==> src/rtl/flag_stack_reg.sv <==
// ---------------------------------------------------------------------------
// flag_stack_reg
//
// Condition-flag register with per-bit update enables and a LIFO save/restore
// stack that preserves flag context across interrupts and calls. It sits
// between the ALU flag outputs and the branch-condition logic.
//
// Parameters
//   NFLAGS : number of flag bits (default ordering bit2=N, bit1=V, bit0=Z)
//   DEPTH  : save-stack entries (>= 1)
//   CW     : width of the occupancy count, derived from DEPTH
//
// Ports
//   clk       : system clock, all state updates on the rising edge
//   rst_n     : synchronous reset, active HIGH (1 = reset)
//   flags_in  : new flag values from the ALU
//   flag_wen  : per-bit update enable for flags_in
//   push      : save live flags onto the stack
//   pop       : restore live flags from the stack top
//   clr_err   : clear both sticky error flags
//   flags_out : live flag register
//   depth     : stack occupancy, 0..DEPTH
//   empty     : depth == 0
//   full      : depth == DEPTH
//   ovf_err   : sticky, push attempted while full
//   unf_err   : sticky, pop attempted while empty
// ---------------------------------------------------------------------------
module flag_stack_reg #(
    parameter int NFLAGS = 3,
    parameter int DEPTH  = 4,
    parameter int CW     = $clog2(DEPTH + 1)
) (
    input  logic              clk,
    input  logic              rst_n,
    input  logic [NFLAGS-1:0] flags_in,
    input  logic [NFLAGS-1:0] flag_wen,
    input  logic              push,
    input  logic              pop,
    input  logic              clr_err,
    output logic [NFLAGS-1:0] flags_out,
    output logic [CW-1:0]     depth,
    output logic              empty,
    output logic              full,
    output logic              ovf_err,
    output logic              unf_err
);

    // Stack index width; at least one bit so DEPTH=1 still has a legal index.
    localparam int AW = (DEPTH > 1) ? $clog2(DEPTH) : 1;

    // One decoded operation per cycle; the priority order of the decode
    // below resolves every push/pop/empty/full combination.
    typedef enum logic [2:0] {
        OP_HOLD,    // plain per-bit update (or nothing)
        OP_PUSH,    // save live flags, depth++
        OP_POP,     // restore from top, depth--
        OP_XCHG,    // swap live flags with stack top, depth unchanged
        OP_OVF,     // push while full: error, update still applies
        OP_UNF      // pop while empty (with or without push): error, update applies
    } op_e;

    // -----------------------------------------------------------------------
    // State
    // -----------------------------------------------------------------------
    logic [NFLAGS-1:0] flags_q;
    logic [CW-1:0]     depth_q;
    logic              ovf_q;
    logic              unf_q;
    logic [NFLAGS-1:0] stack_mem [0:DEPTH-1];

    // -----------------------------------------------------------------------
    // Decode
    // -----------------------------------------------------------------------
    op_e               op;
    logic              empty_q;
    logic              full_q;
    logic [AW-1:0]     wr_idx;
    logic [AW-1:0]     top_idx;
    logic [NFLAGS-1:0] top_val;
    logic [NFLAGS-1:0] upd_val;

    logic [NFLAGS-1:0] flags_nxt;
    logic [CW-1:0]     depth_nxt;
    logic              ovf_set;
    logic              unf_set;

    always_comb begin
        empty_q = (depth_q == '0);
        full_q  = (depth_q == CW'(DEPTH));
        wr_idx  = AW'(depth_q);
        // Wraps when empty; the value is unused in that case because an
        // empty pop decodes to OP_UNF.
        top_idx = AW'(depth_q - CW'(1));
    end

    always_comb begin
        top_val = stack_mem[top_idx];
        upd_val = (flags_q & ~flag_wen) | (flags_in & flag_wen);
    end

    always_comb begin
        op = OP_HOLD;
        if (pop && empty_q) begin
            op = OP_UNF;
        end else if (pop && push) begin
            op = OP_XCHG;
        end else if (pop) begin
            op = OP_POP;
        end else if (push && full_q) begin
            op = OP_OVF;
        end else if (push) begin
            op = OP_PUSH;
        end
    end

    // -----------------------------------------------------------------------
    // Next-state
    // -----------------------------------------------------------------------
    always_comb begin
        flags_nxt = upd_val;
        depth_nxt = depth_q;
        ovf_set   = 1'b0;
        unf_set   = 1'b0;
        unique case (op)
            OP_HOLD: ;
            OP_PUSH: depth_nxt = depth_q + CW'(1);
            OP_POP: begin
                // Restore overrides any per-bit update in the same cycle.
                flags_nxt = top_val;
                depth_nxt = depth_q - CW'(1);
            end
            OP_XCHG: flags_nxt = top_val;
            OP_OVF:  ovf_set   = 1'b1;
            OP_UNF:  unf_set   = 1'b1;
            default: ;
        endcase
    end

    // -----------------------------------------------------------------------
    // Registers
    // -----------------------------------------------------------------------
    always_ff @(posedge clk) begin
        if (rst_n) begin
            flags_q <= '0;
            depth_q <= '0;
            ovf_q   <= 1'b0;
            unf_q   <= 1'b0;
        end else begin
            flags_q <= flags_nxt;
            depth_q <= depth_nxt;
            // Set beats clear when both happen in the same cycle.
            ovf_q   <= ovf_set | (ovf_q & ~clr_err);
            unf_q   <= unf_set | (unf_q & ~clr_err);
        end
    end

    // Stack storage is not reset: a reset zeroes depth, so stale entries are
    // never read back before being overwritten by a push.
    always_ff @(posedge clk) begin
        if (!rst_n) begin
            if (op == OP_PUSH) begin
                stack_mem[wr_idx] <= flags_q;
            end else if (op == OP_XCHG) begin
                stack_mem[top_idx] <= flags_q;
            end
        end
    end

    // -----------------------------------------------------------------------
    // Outputs (all derived from registered state)
    // -----------------------------------------------------------------------
    always_comb begin
        flags_out = flags_q;
        depth     = depth_q;
        empty     = empty_q;
        full      = full_q;
        ovf_err   = ovf_q;
        unf_err   = unf_q;
    end

endmodule
==> config.mk <==
export PLATFORM = sky130hd
export DESIGN_NAME = flag_stack_reg
export DESIGN_NICKNAME = d
export VERILOG_FILES = /design/src/rtl/flag_stack_reg.sv
export SDC_FILE = /design/constraint.sdc
export NUM_CORES = 1
export LEC_CHECK = 0
export ABC_AREA = 1
export CAP_MARGIN = 25
export CORE_MARGIN = 4
export CORE_UTILIZATION = 52
export CTS_CLUSTER_SIZE = 25
export DETAILED_ROUTE_END_ITERATION = 16
export GPL_TIMING_DRIVEN = 0
export PLACE_DENSITY = 0.79
export SYNTH_ARGS = -nofsm -noshare
export SYNTH_HDL_FRONTEND = slang
export SYNTH_SLANG_ARGS = --single-unit
==> constraint.sdc <==
create_clock -name clk -period 5.4 [get_ports clk]
set_input_delay 1.08 -clock clk [delete_from_list [all_inputs] [get_ports clk]]
set_output_delay 1.08 -clock clk [all_outputs]
set_load 0.02 [all_outputs]
# Yosys cells after proc, flatten, opt, wreduce, memory -nomap -nowiden
# Memories as Yosys holds them, arrays and structs flattened.
# Index checks and enable logic that the tools add are counted.
dict set report totals {
  ff_bits 8
  mem_count 1
  inputBits 11
  ram_bits 12
  wordCells 48
}
# memory words word_bits read_ports rd_clocked_by_memory_dff wr line
set mem_list {}
lappend mem_list {stack_mem 4 3 1 0 1 69} ;# logic [NFLAGS-1:0] stack_mem [0:DEPTH-1];
dict set report classes {
  add_sub_neg 2
  bitwise_logic 9
  reduce_logical 7
  mux 19
  n_eq_ne 6
}
# cell count
set op_table {}
lappend op_table {{two-way mux 3 bit} 6}
lappend op_table {{two-way mux 1 bit} 11}
lappend op_table {{== test 3 bit, second input constant} 3}
lappend op_table {{bitwise AND 3 bit} 2}
lappend op_table {{== test 3 x 2 -> 1 bit, second input constant} 2}
lappend op_table {{case mux 3 bit (2 select lines)} 1}
lappend op_table {{adder 3 x 1 -> 3 bit, second input constant} 1}
lappend op_table {{== test 3 x 1 -> 1 bit, second input constant} 1}
lappend op_table {{logical AND 1 bit} 3}
lappend op_table {{logical NOT 3 bit} 1}
lappend op_table {{inverter 3 bit} 1}
lappend op_table {{OR 3 bit} 1}
lappend op_table {{OR reduction 3 bit} 1}
lappend op_table {{subtractor 3 x 1 -> 3 bit, second input constant} 1}
lappend op_table {{bitwise AND 1 bit} 2}
lappend op_table {{two-way mux 2 bit} 1}
lappend op_table {{OR 1 bit} 2}
lappend op_table {{nonzero test 2 bit} 1}
lappend op_table {{OR reduction 2 bit} 1}
lappend op_table {{inverter 1 bit} 1}

# Logic depth before layout (Yosys ltp)
dict set report depth {
  ltp_word 13
  ltp_mapped 9
  mapped_depth_nobuf 8
}

# Worst setup path before layout
# Ideal clock, no wire load.
dict set report synth_timing {
  path_kind {register to output}
  startpoint {register depth_q[0] (netlist: depth[0])}
  endpoint {output empty}
  arrival_time_ns 1.218
  slack_ns 3.102
  path_stages_with_launch 6
  path_buffers 1
  required_ns 4.320
  cell_sequence {dfxtp_1 > buf_4 > inv_2 > ha_1 > nand2_1 > inv_1}
}
dict set report synth_between {
  elab_chain_len 1
}
# element line
set synth_rtl {}
lappend synth_rtl {{start: declaration} 66} ;# logic [CW-1:0] depth_q;
lappend synth_rtl {{start signal: assignment} 150} ;# depth_q <= depth_nxt;
lappend synth_rtl {{logical NOT 3 bit} 88} ;# empty_q = (depth_q == '0);
lappend synth_rtl {{end: declaration} 42} ;# output logic empty,
# No other way between the ends.

# Final worst setup path
# Same ends and word-level chain as after synthesis.

==> impl_metrics.csv <==
group,metric,value,unit
timing,slew_viol_final,0,
worst_setup_path,setup.worst_path.start,"depth[0]",
placement,io_buffers,20,
placement,gp_congestion,0.803,
timing,final-hold-violation-count,0,
pwr,comb_power_share,0.246,
grt,grt_max_degree,13,
final_layout,final_common_cell,"nand2_1",
route,wire_per_inst,12.2,um
worst_setup_path,start_kind,"flip-flop",
cts,numCtsBuffers,3,
worst_setup_path,required,4.32,ns
worst_hold_path,hold_path.class,"flip-flop to flip-flop",
final_layout,diodes,0,
die,io_pins,21,
pwr,p_int,0.000289,W
worst_setup_path,rr_worst_depth,9,
logic_synthesis,synthXorXnorAreaFrac,0,
logic_synthesis,syn_area,982,sq um
cts,clk_pin_slew,0.11,ns
grt,grt_pass1_wl,3390,um
logic_synthesis,synth_top_cell_by_area,"edfxtp_1",
timing,finalWorstSetupSlack,2.22,ns
logic_synthesis,synth-seq-cells,20,
pwr,seqPwrFrac,0.455,
worst_hold_path,min_from,"unf_err",
pwr,power.switching,0.000110,W
placement,dp_hpwl,1540,um
final_layout,finalNetCount,154,
worst_setup_path,crit_path_end_kind,"output pin",
timing,relSlewSlack,0.801,
pwr,p_total,0.000399,W
grt,antenna_found_initial,0,
grt,grt_pass1_vias,800,
route,firstDrtPassIters,4,
worst_setup_path,crit_fanout,11,
cts,cts_tree,"built",
logic_synthesis,synth.mux.area_fraction,0,
logic_synthesis,synthSimpleGateAreaFrac,0.261,
logic_synthesis,netlist_instances,115,
route,drc,0,
grt,globalRouteOverflowTotal,0,
worst_setup_path,r2r_start,"depth[0]",
timing,fmax,315,MHz
cts,htree_num_levels,1,
cts,clk_latency,0.29,ns
logic_synthesis,synth_fa_ha_area_frac,0.0382,
worst_setup_path,cpPeakStageDelay,0.60,ns
outcome,status,"completed",
final_layout,final_cell_mix,"33 x nand2_1, 20 x clkdlybuf4s50_1, 12 x edfxtp_1",
logic_synthesis,synth.avg_cell_area,8.54,sq um
timing,finalCritPeriodShare,0.589,
timing,grt_setup_unrepaired,"false",
die,dieArea,2650,sq um
timing,tns,0,ns
die,dieHeight,51.5,um
pwr,cellLeakagePower,0.525,nW
run,cap_violations,0,
placement,place_area,1210,sq um
route,vias,835,
logic_synthesis,synth_compound_area_frac,0.108,
die,core,1760,sq um
logic_synthesis,synth_seq_area_share,0.530,
cts,cts_hold_buf,0,
logic_synthesis,synth_top_area_frac,0.367,
placement,pre_cts_slack,2.56,ns
logic_synthesis,ys_types,18,
worst_hold_path,worstHoldPathCells,2,
logic_synthesis,synth_nets,129,
cts,cts_resized,0,
die,rows,15,
timing,finalSetupViolations,0,
timing,worstMarginPinSlew,0.298,ns
worst_setup_path,crit_chain,"buf_4, inv_2, ha_1, nand2_1, inv_1, clkdlybuf4s50_1",
final_layout,final_cell_area,1270,sq um
route,antenna_left,0,
pwr,swShare,0.275,
cts,root_buffer,"clkbuf_4",
logic_synthesis,ys_warn_count,0,
logic_synthesis,synthTopCellsByArea,"edfxtp_1 37%, dfxtp_1 16%, nand2_1 13%",
timing,min_period,3.18,ns
die,die_w,51.5,um
pwr,p_per_area,315,nW/um^2
pwr,vdd_drop_max,0.214,mV
route,drtIter0Drc,12,
logic_synthesis,synth_top_family_by_area,"simple AND/OR/NAND/NOR gates",
grt,grt_util_all_layers,0.172,
final_layout,area_growth_syn_to_layout,28.9,%
cts,post_cts_buffers,0,
die,initial_core_util,0.557,
final_layout,layout-drive-gt1-share,0.0863,
route,vias_per_cell,5.09,
worst_setup_path,path_class,"flip-flop to output pin",
cts,cts_sinks,20,
worst_setup_path,cp_data_arrival_time,2.10,ns
worst_setup_path,critPathSlowestCell,"clkdlybuf4s50_1",
route,wl,2010,um
pwr,clock_power_share,0.300,
cts,clockBufferDepth,2,
timing,skew,0.00159,ns
[per-stage QoR]
step                hold slack [ns]  cells  utilization
finish                        0.472    164        0.718
global route                  0.507    164        0.718
CTS                           0.475    164        0.718
detailed placement            0.459    160        0.688
global placement              0.454    160        0.688
floorplan                     0.508    115            -
[path summary, 6_finish.rpt]
path	end	slack (ns)
setup / recovery	empty	2.22
hold / removal	unf_err	0.47
setup reg to reg	stack_mem[1][0]	3.35
hold reg to reg	unf_err	0.47
[metal layers]
layer	GRT usage	vias to the layer above	wire [um]	part of all wire
li1	-	431	-	-
met3	0.0583	2	108	0.054
met4	0.0699	0	16	0.0080
met5	0	-	0	0
met2	0.273	18	959	0.48
met1	0.214	384	924	0.46
[cells in the mapped netlist]
library cell	n
o21ai_0	5
a21oi_4	1
buf_4	1
edfxtp_1	12
o21ai_1	1
dfxtp_1	8
inv_2	3
a21oi_1	9
nand2_1	33
nand3_2	1
o211ai_1	2
nand3_1	11
ha_1	3
nand4_1	3
nor2_1	10
clkbuf_2	1
inv_1	10
nor2_4	1
[final cells by class]
class / instances / area (sq um)
sequential: 20 / 520
inverter: 13 / 48.8
buffer: 2 / 12.5
fill: 149 / 498
multi-input combinational: 80 / 400
clock inverter: 1 / 30.0
tap: 25 / 31.3
timing repair buffer: 20 / 200
clock buffer: 3 / 22.5
[kinds of logic (layout without fill, tap and decap cells)]
logic type / Yosys count / in the layout
simple gates: 59 / 59
flops: 20 / 20
compound gates: 18 / 18
buf+inv: 15 / 39
fa+ha+maj: 3 / 3
[power groups by stage]
| stage | logic [W] | clock network (W) | registers (W) |
|---|---|---|---|
| 2_1_floorplan | 0.0000526 | 0 | 0.000191 |
| 3_3_place_gp | 0.0000948 | 0 | 0.000184 |
| 3_5_place_dp | 0.0000976 | 0 | 0.000184 |
| 4_1_cts | 0.0000981 | 0.000122 | 0.000181 |
| 5_1_grt | 0.000109 | 0.000129 | 0.000183 |
| 6_report | 0.0000979 | 0.000120 | 0.000181 |
[critical path: cells and delay by family, from the launching register on]
| kind | cells | cell delay (ns) |
|---|---|---|
| buf+inv | 4 | 1.03 |
| flops | 1 | 0.34 |
| fa+ha+maj | 1 | 0.28 |
| simple gates | 1 | 0.16 |
Note: power is estimated with default switching activity, not from simulation.
